## config.mk

```make
export PLATFORM = sky130hd
export DESIGN_NAME = ps2_tx_flat
export DESIGN_NICKNAME = d
export VERILOG_FILES = /design/src/rtl/ps2_tx_pkg.sv /design/src/rtl/ps2_tx_if.sv /design/src/rtl/ps2_tx_sync.sv /design/src/rtl/ps2_tx.sv /design/src/flat_wrapper.sv
export SDC_FILE = /design/constraint.sdc
export NUM_CORES = 1
export LEC_CHECK = 0
export CORE_MARGIN = 5
export CORE_UTILIZATION = 63
export DETAILED_ROUTE_END_ITERATION = 6
export PLACE_DENSITY = 0.85
export SYNTH_ARGS = -nofsm -noshare
export SYNTH_HDL_FRONTEND = slang
export SYNTH_SLANG_ARGS = --single-unit
```

## constraint.sdc

```tcl
create_clock -name clk -period 5.42 [get_ports clk]
set_input_delay 0.813 -clock clk [delete_from_list [all_inputs] [get_ports clk]]
set_output_delay 0.813 -clock clk [all_outputs]
set_load 0.02 [all_outputs]
```

## src/rtl/ps2_tx_pkg.sv

```systemverilog
// Shared definitions for the PS/2 host-to-device transmitter.
package ps2_tx_pkg;

    localparam logic LOW  = 1'b0;
    localparam logic HIGH = 1'b1;
    localparam logic YES  = 1'b1;
    localparam logic NO   = 1'b0;

    localparam int unsigned CNT_W = 21;

    localparam int unsigned DEF_INHIBIT_CYCLES = 7425;
    localparam int unsigned DEF_START_TIMEOUT  = 1113750;
    localparam int unsigned DEF_PACKET_TIMEOUT = 148500;

    // Falls 1..10 shift out data, parity and stop; the 11th fall carries the ack.
    localparam logic [3:0] ACK_BIT = 4'd10;

    typedef logic [7:0]       cmd_t;
    typedef logic [CNT_W-1:0] cnt_t;

    typedef enum logic [2:0] {
        S_IDLE,
        S_INHIBIT,
        S_RELEASE,
        S_SEND,
        S_WAIT_IDLE
    } ps2_state_t;

    // Saturating increment: the cycle counter never wraps inside one state.
    function automatic cnt_t sat_inc(input cnt_t c);
        return (c == '1) ? c : c + 1'b1;
    endfunction

    // Bits shifted out LSB first after the start bit: data, odd parity, stop.
    function automatic logic [9:0] frame(input cmd_t b);
        return {HIGH, ~^b, b};
    endfunction

endpackage

```

## src/rtl/ps2_tx_if.sv

```systemverilog
// Command handshake and status bundle between a command source and ps2_tx.
interface ps2_tx_if;
    import ps2_tx_pkg::*;

    logic command_valid;
    logic command_ready;
    cmd_t command;
    logic busy;
    logic done;
    logic ack_error;
    logic timeout_error;

    modport master (
        output command_valid, command,
        input  command_ready, busy, done, ack_error, timeout_error
    );

    modport slave (
        input  command_valid, command,
        output command_ready, busy, done, ack_error, timeout_error
    );

endinterface

```

## src/rtl/ps2_tx_sync.sv

```systemverilog
// 2-FF synchronisers for the PS/2 clock and data pads plus a clock falling-edge pulse.
// Shared with the receiver, which needs the same synced levels and clock fall.
module ps2_sync
    import ps2_tx_pkg::*;
(
    input  logic clk,
    input  logic reset_low,
    input  logic ps2_clk_pin,
    input  logic ps2_data_pin,
    output logic clk_level,
    output logic data_level,
    output logic clk_fall
);

    logic [1:0] clk_meta;
    logic [1:0] data_meta;
    logic       clk_prev;

    // Synchronise both pads; idle lines are high, so reset to high.
    always_ff @(posedge clk or negedge reset_low) begin
        if (!reset_low) begin
            clk_meta  <= {HIGH, HIGH};
            data_meta <= {HIGH, HIGH};
            clk_prev  <= HIGH;
        end else begin
            clk_meta  <= {clk_meta[0], ps2_clk_pin};
            data_meta <= {data_meta[0], ps2_data_pin};
            clk_prev  <= clk_meta[1];
        end
    end

    assign clk_level  = clk_meta[1];
    assign data_level = data_meta[1];
    assign clk_fall   = clk_prev & ~clk_meta[1];

endmodule

```

## src/rtl/ps2_tx.sv

```systemverilog
// PS/2 host-to-device transmitter: inhibits the bus, issues the start bit, shifts a
// command byte out on device clock falls and checks the device acknowledge.
module ps2_tx
    import ps2_tx_pkg::*;
#(
    parameter int unsigned INHIBIT_CYCLES = DEF_INHIBIT_CYCLES,
    parameter int unsigned START_TIMEOUT  = DEF_START_TIMEOUT,
    parameter int unsigned PACKET_TIMEOUT = DEF_PACKET_TIMEOUT
) (
    input  logic      clk,
    input  logic      reset_low,
    input  logic      ps2_clk_pin,
    input  logic      ps2_data_pin,
    output logic      ps2_clk_drive_low,
    output logic      ps2_data_drive_low,
    ps2_tx_if.slave   cmd
);

    localparam cnt_t INHIBIT_LAST = cnt_t'(INHIBIT_CYCLES - 1);
    localparam cnt_t START_LAST   = cnt_t'(START_TIMEOUT - 1);
    localparam cnt_t PACKET_LAST  = cnt_t'(PACKET_TIMEOUT - 1);

    ps2_state_t state;
    logic [9:0] shift;
    logic [3:0] bit_cnt;
    cnt_t       counter;
    logic       seen_fall;
    logic       ack_bad;
    logic       clk_drive_q;
    logic       data_drive_q;
    logic       ready_q;
    logic       busy_q;
    logic       done_q;
    logic       ack_error_q;
    logic       timeout_error_q;

    logic clk_level;
    logic data_level;
    logic clk_fall;
    logic timeout;

    ps2_sync u_sync (
        .clk          (clk),
        .reset_low    (reset_low),
        .ps2_clk_pin  (ps2_clk_pin),
        .ps2_data_pin (ps2_data_pin),
        .clk_level    (clk_level),
        .data_level   (data_level),
        .clk_fall     (clk_fall)
    );

    // Start timeout applies only until the first device fall; packet timeout always.
    always_comb begin
        timeout = NO;
        if (state == S_SEND) begin
            timeout = (!seen_fall && counter == START_LAST) || (counter == PACKET_LAST);
        end
    end

    // Transfer sequencer with registered line drives and status outputs.
    always_ff @(posedge clk or negedge reset_low) begin
        if (!reset_low) begin
            state           <= S_IDLE;
            shift           <= '0;
            bit_cnt         <= '0;
            counter         <= '0;
            seen_fall       <= NO;
            ack_bad         <= NO;
            clk_drive_q     <= LOW;
            data_drive_q    <= LOW;
            ready_q         <= NO;
            busy_q          <= NO;
            done_q          <= NO;
            ack_error_q     <= NO;
            timeout_error_q <= NO;
        end else begin
            done_q          <= NO;
            ack_error_q     <= NO;
            timeout_error_q <= NO;
            unique case (state)
                S_IDLE: begin
                    ready_q <= YES;
                    busy_q  <= NO;
                    if (cmd.command_valid && ready_q) begin
                        shift       <= frame(cmd.command);
                        clk_drive_q <= HIGH;
                        counter     <= '0;
                        ready_q     <= NO;
                        busy_q      <= YES;
                        state       <= S_INHIBIT;
                    end
                end
                S_INHIBIT: begin
                    counter <= sat_inc(counter);
                    if (counter == INHIBIT_LAST) begin
                        data_drive_q <= HIGH;
                        state        <= S_RELEASE;
                    end
                end
                S_RELEASE: begin
                    clk_drive_q <= LOW;
                    counter     <= '0;
                    bit_cnt     <= '0;
                    seen_fall   <= NO;
                    ack_bad     <= NO;
                    state       <= S_SEND;
                end
                S_SEND: begin
                    counter <= sat_inc(counter);
                    if (timeout) begin
                        clk_drive_q     <= LOW;
                        data_drive_q    <= LOW;
                        done_q          <= YES;
                        timeout_error_q <= YES;
                        ready_q         <= YES;
                        busy_q          <= NO;
                        state           <= S_IDLE;
                    end else if (clk_fall) begin
                        seen_fall <= YES;
                        if (bit_cnt != ACK_BIT) begin
                            data_drive_q <= ~shift[0];
                            shift        <= {1'b0, shift[9:1]};
                            bit_cnt      <= bit_cnt + 1'b1;
                        end else begin
                            ack_bad      <= data_level;
                            data_drive_q <= LOW;
                            state        <= S_WAIT_IDLE;
                        end
                    end
                end
                S_WAIT_IDLE: begin
                    if (clk_level && data_level) begin
                        done_q      <= YES;
                        ack_error_q <= ack_bad;
                        ready_q     <= YES;
                        busy_q      <= NO;
                        state       <= S_IDLE;
                    end
                end
                default: state <= S_IDLE;
            endcase
        end
    end

    assign ps2_clk_drive_low  = clk_drive_q;
    assign ps2_data_drive_low = data_drive_q;
    assign cmd.command_ready  = ready_q;
    assign cmd.busy           = busy_q;
    assign cmd.done           = done_q;
    assign cmd.ack_error      = ack_error_q;
    assign cmd.timeout_error  = timeout_error_q;

endmodule

```

## src/flat_wrapper.sv

```systemverilog
// flat-port wrapper written by rule: the top's interface ports become plain ports
module ps2_tx_flat import ps2_tx_pkg::*;
#(
    parameter int unsigned INHIBIT_CYCLES = DEF_INHIBIT_CYCLES,
    parameter int unsigned START_TIMEOUT  = DEF_START_TIMEOUT,
    parameter int unsigned PACKET_TIMEOUT = DEF_PACKET_TIMEOUT
)
  (clk, reset_low, ps2_clk_pin, ps2_data_pin, ps2_clk_drive_low, ps2_data_drive_low, cmd_command_valid, cmd_command, cmd_command_ready, cmd_busy, cmd_done, cmd_ack_error, cmd_timeout_error);
  ps2_tx_if cmd_i ();
  input  logic clk;
  input  logic reset_low;
  input  logic ps2_clk_pin;
  input  logic ps2_data_pin;
  output logic ps2_clk_drive_low;
  output logic ps2_data_drive_low;
  input wire logic [$bits(cmd_i.command_valid)-1:0] cmd_command_valid;
  input wire logic [$bits(cmd_i.command)-1:0] cmd_command;
  output wire logic [$bits(cmd_i.command_ready)-1:0] cmd_command_ready;
  output wire logic [$bits(cmd_i.busy)-1:0] cmd_busy;
  output wire logic [$bits(cmd_i.done)-1:0] cmd_done;
  output wire logic [$bits(cmd_i.ack_error)-1:0] cmd_ack_error;
  output wire logic [$bits(cmd_i.timeout_error)-1:0] cmd_timeout_error;
  assign cmd_i.command_valid = cmd_command_valid;
  assign cmd_i.command = cmd_command;
  assign cmd_command_ready = cmd_i.command_ready;
  assign cmd_busy = cmd_i.busy;
  assign cmd_done = cmd_i.done;
  assign cmd_ack_error = cmd_i.ack_error;
  assign cmd_timeout_error = cmd_i.timeout_error;
  ps2_tx #(.INHIBIT_CYCLES(INHIBIT_CYCLES), .START_TIMEOUT(START_TIMEOUT), .PACKET_TIMEOUT(PACKET_TIMEOUT)) u_core (.clk(clk), .reset_low(reset_low), .ps2_clk_pin(ps2_clk_pin), .ps2_data_pin(ps2_data_pin), .ps2_clk_drive_low(ps2_clk_drive_low), .ps2_data_drive_low(ps2_data_drive_low), .cmd(cmd_i));
endmodule
```

==> results.txt, run 1 <==
post-route insts no fill - 340
gr usage total - 22.1%
ANT cells - 0
top post-synthesis cells by count - 47 x dfrtp_1, 27 x nor2_1, 21 x nand2_1
fin. max-slew vios - 0
# DRC - 0
Worst Path Max Fanout - 6
share of cells above drive strength 1 - 10.4%
dpl hpwl - 4050 um
Max Root-Sink Buffers - 2
critical path's slowest cell - a211oi_1
Pwr Density - 212 nW/um^2
Tightest Pin Transition - 1120 ps
M1 GR Usage - 31.9%
first-pass GRT wire length - 9670 um
WL final - 5690 um
Lkg Pwr - 1.38 nW
Netlist Area Pre-Place - 2730 sq um
Yosys warning count - 0
die width - 75.9 um
initial antenna violation count - 0
Bufs and invs on worst path - 1
Fmax - 407 MHz
synth top area cells - dfrtp_1 43%, dfstp_2 4.8%, xor2_1 4.8%, nor2_1 3.7%, o221a_1 3.3%
met3 Use GR - 3.56%
Core Rows - 24
Yosys reg bits - 52
# port buffers - 19
wire per inst - 16.7 um
# placed instances - 332
slowest stage delay, CP - 460 ps
reg2reg end - u_core.counter[14]$_DFFE_PN0P_
fin crit period - 2460 ps
worst skew pair latency - 310 ps
Crit path max-delay family - compound AO/OA/AOI/OAI gates
Area Overhead vs Synth - 11.8%
Seq/Total Area, Yosys - 47.8%
max cap viols - 0
Hold Crit Class - register to register
total number of vias - 2,121
ANT nets after route - 0
HP Start - u_core.u_sync.data_meta[0]$_DFF_PN1_
die height - 75.9 um
Synth Instances - 267
top_reg_cell synth - dfrtp_1
total CTS buffers - 5
die area - 5750 sq um
Final nets - 305
Yosys cell types - 51
DR vias/cell - 6.24
vias in the first global route - 2,005
Setup Viol. Count Final - 0
multi-input logic area - 1360 sq um
worst path required time - 5610 ps
CP Cell Sequence - clkdlybuf4s50_1 -> nand2_1 -> a211oi_1 -> a21boi_2 -> and3_1 -> xnor2_1 -> nor2_1
count leader, synth - dfrtp_1
Yosys top cell area share - 43.0%
Crit Reg-Reg Startpoint - u_core.state[0]$_DFFE_PN0P_
RSZ-0062 raised after global routing - false
IO Count - 20
FF-to-FF setup slack - 3170 ps
cts hold-fix bufs - 0
clk root buf - clkbuf_8
RePlAce Congestion - 0.900
number of flops mapped to enable cells by yosys - 0
Core ar. - 4290 sq um
final setup TNS - 0 ps
period utilization - 45.3%
ys async rst share - 100%
status - finished, final reports clean
worst-case headroom to the max-slew limit - 25.3%
CTS tree - built
Max VDD drop - 207 uV
Register Area - 1310 sq um
DR pass1 iterations - 5
count of final hold-check violations - 0
Post-Syn Nets - 285
Syn Area/Cell - 10.2 sq um
leading area contributor after synthesis - dfrtp_1
Worst Setup End Kind - register
cts repair resizes - 0
Starting Density - 63.6%
routing usage on met2 - 34.2%
critical path class - input pin to register
hold depth - 0
grt total ovfl - 0
FF-to-FF path depth - 6
Setup Skew - 8.39 ps
number of H-tree levels - 2
largest net degree at the start of global routing - 53
clock slew at reported path FFs - 90 ps
crit start category - input pin
Worst EP arrival - 2650 ps
DRT iter0 DRCs - 196
Post-CTS Setup Bufs - 0
Fillers - 326
CTS Sinks - 52
GR peak layer - met2
Hold Path End - u_core.u_sync.data_meta[1]$_DFF_PN1_
==> worst max path at each step <==
stage | from | end | slack, ps | cells after the start
floorplan | cmd_command_valid | u_core.counter[14]$_DFFE_PN0P_ | 3360 | 6
global placement | cmd_command_valid | u_core.counter[14]$_DFFE_PN0P_ | 2690 | 7
detailed placement | cmd_command_valid | u_core.counter[14]$_DFFE_PN0P_ | 2660 | 7
CTS | cmd_command_valid | u_core.counter[14]$_DFFE_PN0P_ | 2950 | 7
global route | cmd_command_valid | u_core.counter[14]$_DFFE_PN0P_ | 2790 | 7
finish | cmd_command_valid | u_core.counter[14]$_DFFE_PN0P_ | 2960 | 7
==> report_power, final <==
group	switching, mW	internal, mW
combinational	0.0147	0.0144
clock	0.125	0.102
sequential	0.00120	0.391
total	0.141	0.508
==> kinds of logic after synthesis <==
| family | synth area share [%] |
|---|---|
| muxes | 1.47 |
| AOI/OAI and AO/OA | 14.3 |
| xor gates and xnor gates | 7.69 |
| buffers and inverters | 2.75 |
| adders and majority gates | 2.29 |
| DFF | 47.8 |
| and+or+nand+nor | 23.6 |
==> per-layer routing <==
layer,part of all wire (%),wire length (um)
met1,46,2620
met3,6.7,380
met2,46,2620
met5,0,0
met4,1.3,76
==> state kept, by name, indices dropped and copies added, names as in the netlist, 2 cells and up <==
name                     count
u_core.counter              21
u_core.shift                10
u_core.u_sync.data_meta      2
u_core.u_sync.clk_meta       2
u_core.state                 3
u_core.bit_cnt               4
==> through the flow <==
step / utilization [%] / worst slack, ps / total power, mW / area [sq um] / hold WS (ps)
finish: 71.1 / 2960 / 0.649 / 3050 / 359
global route: 71.1 / 2790 / 0.671 / 3050 / 371
CTS: 71.1 / 2950 / 0.654 / 3050 / 361
detailed placement: 69.0 / 2660 / 0.429 / 2960 / 348
global placement: 69.0 / 2690 / 0.429 / 2960 / 347
floorplan: - / 3360 / 0.411 / 2730 / 345
==> cell type report <==
class,count,area share [%]
clock inverter,2,0.328
multi-input combinational,198,44.4
sequential,52,42.8
timing repair buffer,21,6.55
inverter,9,1.11
tap,52,2.13
clock buffer,6,2.70
==> cells in the final DEF, fill, tap and decap left out, types with 8 or more instances in the layout <==
cell type        synthesis  layout
o221a_1                  8       8
inv_1                    9       9
nand3_1                 11      11
a21oi_1                 11      11
xnor2_1                  9       9
nand2_1                 21      21
clkdlybuf4s50_1          0      18
nand2b_1                 9       9
o21ai_0                 11      11
dfrtp_1                 47      47
nand4_1                  8       8
and3_1                   8       8
nor2_1                  27      27
xor2_1                  15      15
No activity file was read; power rests on OpenSTA's default activity.
==> run 2: changes to the inputs <==
--- a/config.mk
+++ b/config.mk
@@ -6,9 +6,9 @@
 export NUM_CORES = 1
 export LEC_CHECK = 0
 export CORE_MARGIN = 5
-export CORE_UTILIZATION = 63
+export CORE_UTILIZATION = 52
 export DETAILED_ROUTE_END_ITERATION = 6
-export PLACE_DENSITY = 0.85
+export PLACE_DENSITY = 0.75
 export SYNTH_ARGS = -nofsm -noshare
 export SYNTH_HDL_FRONTEND = slang
 export SYNTH_SLANG_ARGS = --single-unit
==> constraint.sdc (replaced) <==
create_clock -name clk -period 2.2 [get_ports clk]
set_input_delay 0.33 -clock clk [delete_from_list [all_inputs] [get_ports clk]]
set_output_delay 0.33 -clock clk [all_outputs]
set_load 0.02 [all_outputs]
==> run 2 against run 1 <==
Compared with the run above:
- first-iteration DRC count fell by 46%
- sequential share of layout area fell by 2.1 points
- clock skew down 2.0 ps
- critical endpoint is now u_core.bit_cnt[2]$_DFFE_PN0P_
- sequential power is 150% higher
- via count is 0.14% higher
==> results.txt, run 2 (same netlist as run 1, synthesis figures left out) <==
status - finished, final reports clean (unchanged)
Lkg Pwr - 1.46 nW (was 1.38 nW)
worst-case headroom to the max-slew limit - 67.9% (was 25.3%)
period utilization - 95.8%
Fmax - 474 MHz
die height - 82.5 um (was 75.9 um)
cell-internal power - 1.26 mW (was 508 uW)
count of final hold-check violations - 0 (unchanged)
Core Rows - 26 (was 24)
die area - 6800 sq um (was 5750 sq um)
RSZ-0062 raised after global routing - false (unchanged)
Core Util, Final - 62.9% (was 71.1%)
Fillers - 409 (was 326)
dpl hpwl - 4220 um (was 4050 um)
max reg flops - 21 (unchanged)
final setup TNS - 0 ps (unchanged)
Final nets - 318 (was 305)
max cap viols - 0 (unchanged)
final worst setup slack - 91.4 ps (was 2960 ps)
WHS - 359 ps (about the same)
clock share of power - 34.4% (was 35.0%)
total CTS buffers - 5 (unchanged)
DRT iter0 DRCs - 105 (was 196)
wire per inst - 15.4 um (was 16.7 um)
Worst Path Max Fanout - 4 (was 6)
biggest regs - u_core.counter x21, u_core.shift x10, u_core.bit_cnt x4 (unchanged)
Max Root-Sink Buffers - 2 (unchanged)
vias in the first global route - 2,111 (was 2,005)
DR vias/cell - 5.73 (was 6.24)
fin. max-slew vios - 0 (unchanged)
IO Count - 20 (unchanged)
ANT cells - 0 (unchanged)
initial antenna violation count - 0 (unchanged)
CTS Sinks - 52 (unchanged)
CTS tree - built (unchanged)
Setup Viol. Count Final - 0 (unchanged)
worst setup slack after placement - 56.9 ps (was 2660 ps)
net switching power - 339 uW (was 141 uW)
Area Overhead vs Synth - 17.6% (was 11.8%)
Sw Ratio - 21.2% (was 21.8%)
Worst EP arrival - 2300 ps (was 2650 ps)
# port buffers - 19 (unchanged)
critical path class - register to register (was input pin to register)
Setup Skew - 6.40 ps (was 8.39 ps)
Worst Setup End Kind - register (unchanged)
fin crit period - 2110 ps
combinational share of power - 5.1% (was 4.5%)
worst skew pair latency - 300 ps (was 310 ps)
Core ar. - 5110 sq um (was 4290 sq um)
crit start category - register (was input pin)
gr usage total - 19.0% (was 22.1%)
HP Start - u_core.u_sync.clk_meta[0]$_DFF_PN1_ (was u_core.u_sync.data_meta[0]$_DFF_PN1_)
FF-to-FF path depth - 6 (unchanged)
ANT nets after route - 0 (unchanged)
number of H-tree levels - 2 (unchanged)
hold depth - 0 (unchanged)
worst path required time - 2390 ps (was 5610 ps)
Top reg by flops - u_core.counter (unchanged)
Hold Crit Class - register to register (unchanged)
Crit Reg-Reg Startpoint - u_core.counter[9]$_DFFE_PN0P_ (was u_core.state[0]$_DFFE_PN0P_)
share of cells above drive strength 1 - 14.3% (was 10.4%)
Starting Density - 53.5% (was 63.6%)
reg2reg end - u_core.bit_cnt[2]$_DFFE_PN0P_ (was u_core.counter[14]$_DFFE_PN0P_)
total number of vias - 2,124 (was 2,121)
DR pass1 iterations - 4 (was 5)
Sequential Power Share - 60.6% (was 60.5%)
FF-to-FF setup slack - 90 ps (was 3170 ps)
Max VDD drop - 369 uV (was 207 uV)
Pwr Density - 496 nW/um^2 (was 212 nW/um^2)
largest net degree at the start of global routing - 28 (was 53)
grt total ovfl - 0 (unchanged)
clk root buf - clkbuf_8 (unchanged)
clock slew at reported path FFs - 90 ps (about the same)
Crit. Startpoint - u_core.counter[9]$_DFFE_PN0P_ (was cmd_command_valid)
commonest non-fill, non-tap cell in the layout - dfrtp_1 (unchanged)
first-pass GRT wire length - 10000 um (was 9670 um)
RePlAce Congestion - 0.907 (was 0.900)
die width - 82.5 um (was 75.9 um)
# DRC - 0 (unchanged)
most frequent cells in the layout - 47 x dfrtp_1, 27 x nor2_1, 21 x nand2_1 (unchanged)
WL final - 5730 um (was 5690 um)
Hold Path End - u_core.u_sync.clk_meta[1]$_DFF_PN1_ (was u_core.u_sync.data_meta[1]$_DFF_PN1_)
Tightest Pin Transition - 479 ps (was 1120 ps)
[run 2: routing by layer]
metal / GRT usage (%) / share of wire [%] / wire, um
met1: 27.0 / 48 / 2730
met2: 29.2 / 46 / 2620
met5: 0 / 0 / 0
met4: 5.72 / 1.3 / 75
met3: 3.90 / 5.4 / 308
[run 2: worst max-delay path, stage by stage, from the launching register on]
cell and delay [ps]:
dfrtp_1 450, or4_4 570, nor3_4 160, nand4_2 170, and3_1 270, and3_1 180
a211o_1 220
[run 2: repair_timing]
| action | 4_1_cts | 5_1_grt |
|---|---|---|
| buffers inserted | 0 | 1 |
| gates resized for setup | 0 | 4 |
| endpoints found under the hold margin | 17 | 0 |
| hold buffers | 1 | 0 |
| setup endpoints to repair | 0 | 12 |
[run 2: area by class of cell]
class | count | area (sq um) | share of cell area, %
clock buffer | 6 | 82.6 | 2.57
sequential | 52 | 1310 | 40.7
tap | 70 | 87.6 | 2.72
clock inverter | 2 | 10.0 | 0.311
inverter | 9 | 33.8 | 1.05
timing repair buffer | 33 | 305 | 9.50
multi-input combinational | 199 | 1390 | 43.2
[run 2: power groups by stage]
stage / registers, mW / clock network, mW / logic, mW
6_report: 0.966 / 0.548 / 0.0807
5_1_grt: 0.968 / 0.602 / 0.0906
3_3_place_gp: 0.984 / 0 / 0.0795
2_1_floorplan: 0.984 / 0 / 0.0279
3_5_place_dp: 0.985 / 0 / 0.0793
4_1_cts: 0.966 / 0.568 / 0.0816
[run 2: metrics by stage]
| step | power [mW] | instance area (sq um) | cells |
|---|---|---|---|
| floorplan | 1.01 | 2730 | 267 |
| global placement | 1.06 | 3070 | 360 |
| detailed placement | 1.06 | 3070 | 360 |
| CTS | 1.62 | 3170 | 369 |
| global route | 1.66 | 3210 | 371 |
| finish | 1.60 | 3210 | 371 |
[run 2: worst max path at each step]
| stage | end | slack [ps] | cells past startpoint |
|---|---|---|---|
| after floorplan | u_core.shift[1]$_DFFE_PN0P_ | 210 | 9 |
| final | u_core.bit_cnt[2]$_DFFE_PN0P_ | 90 | 6 |
| after CTS | u_core.shift[0]$_DFFE_PN0P_ | 70 | 8 |
| after detailed placement | u_core.counter[7]$_DFFE_PN0P_ | 60 | 7 |
| after global placement | u_core.counter[15]$_DFFE_PN0P_ | 80 | 7 |
| after global routing | u_core.state[0]$_DFFE_PN0P_ | 9 | 6 |
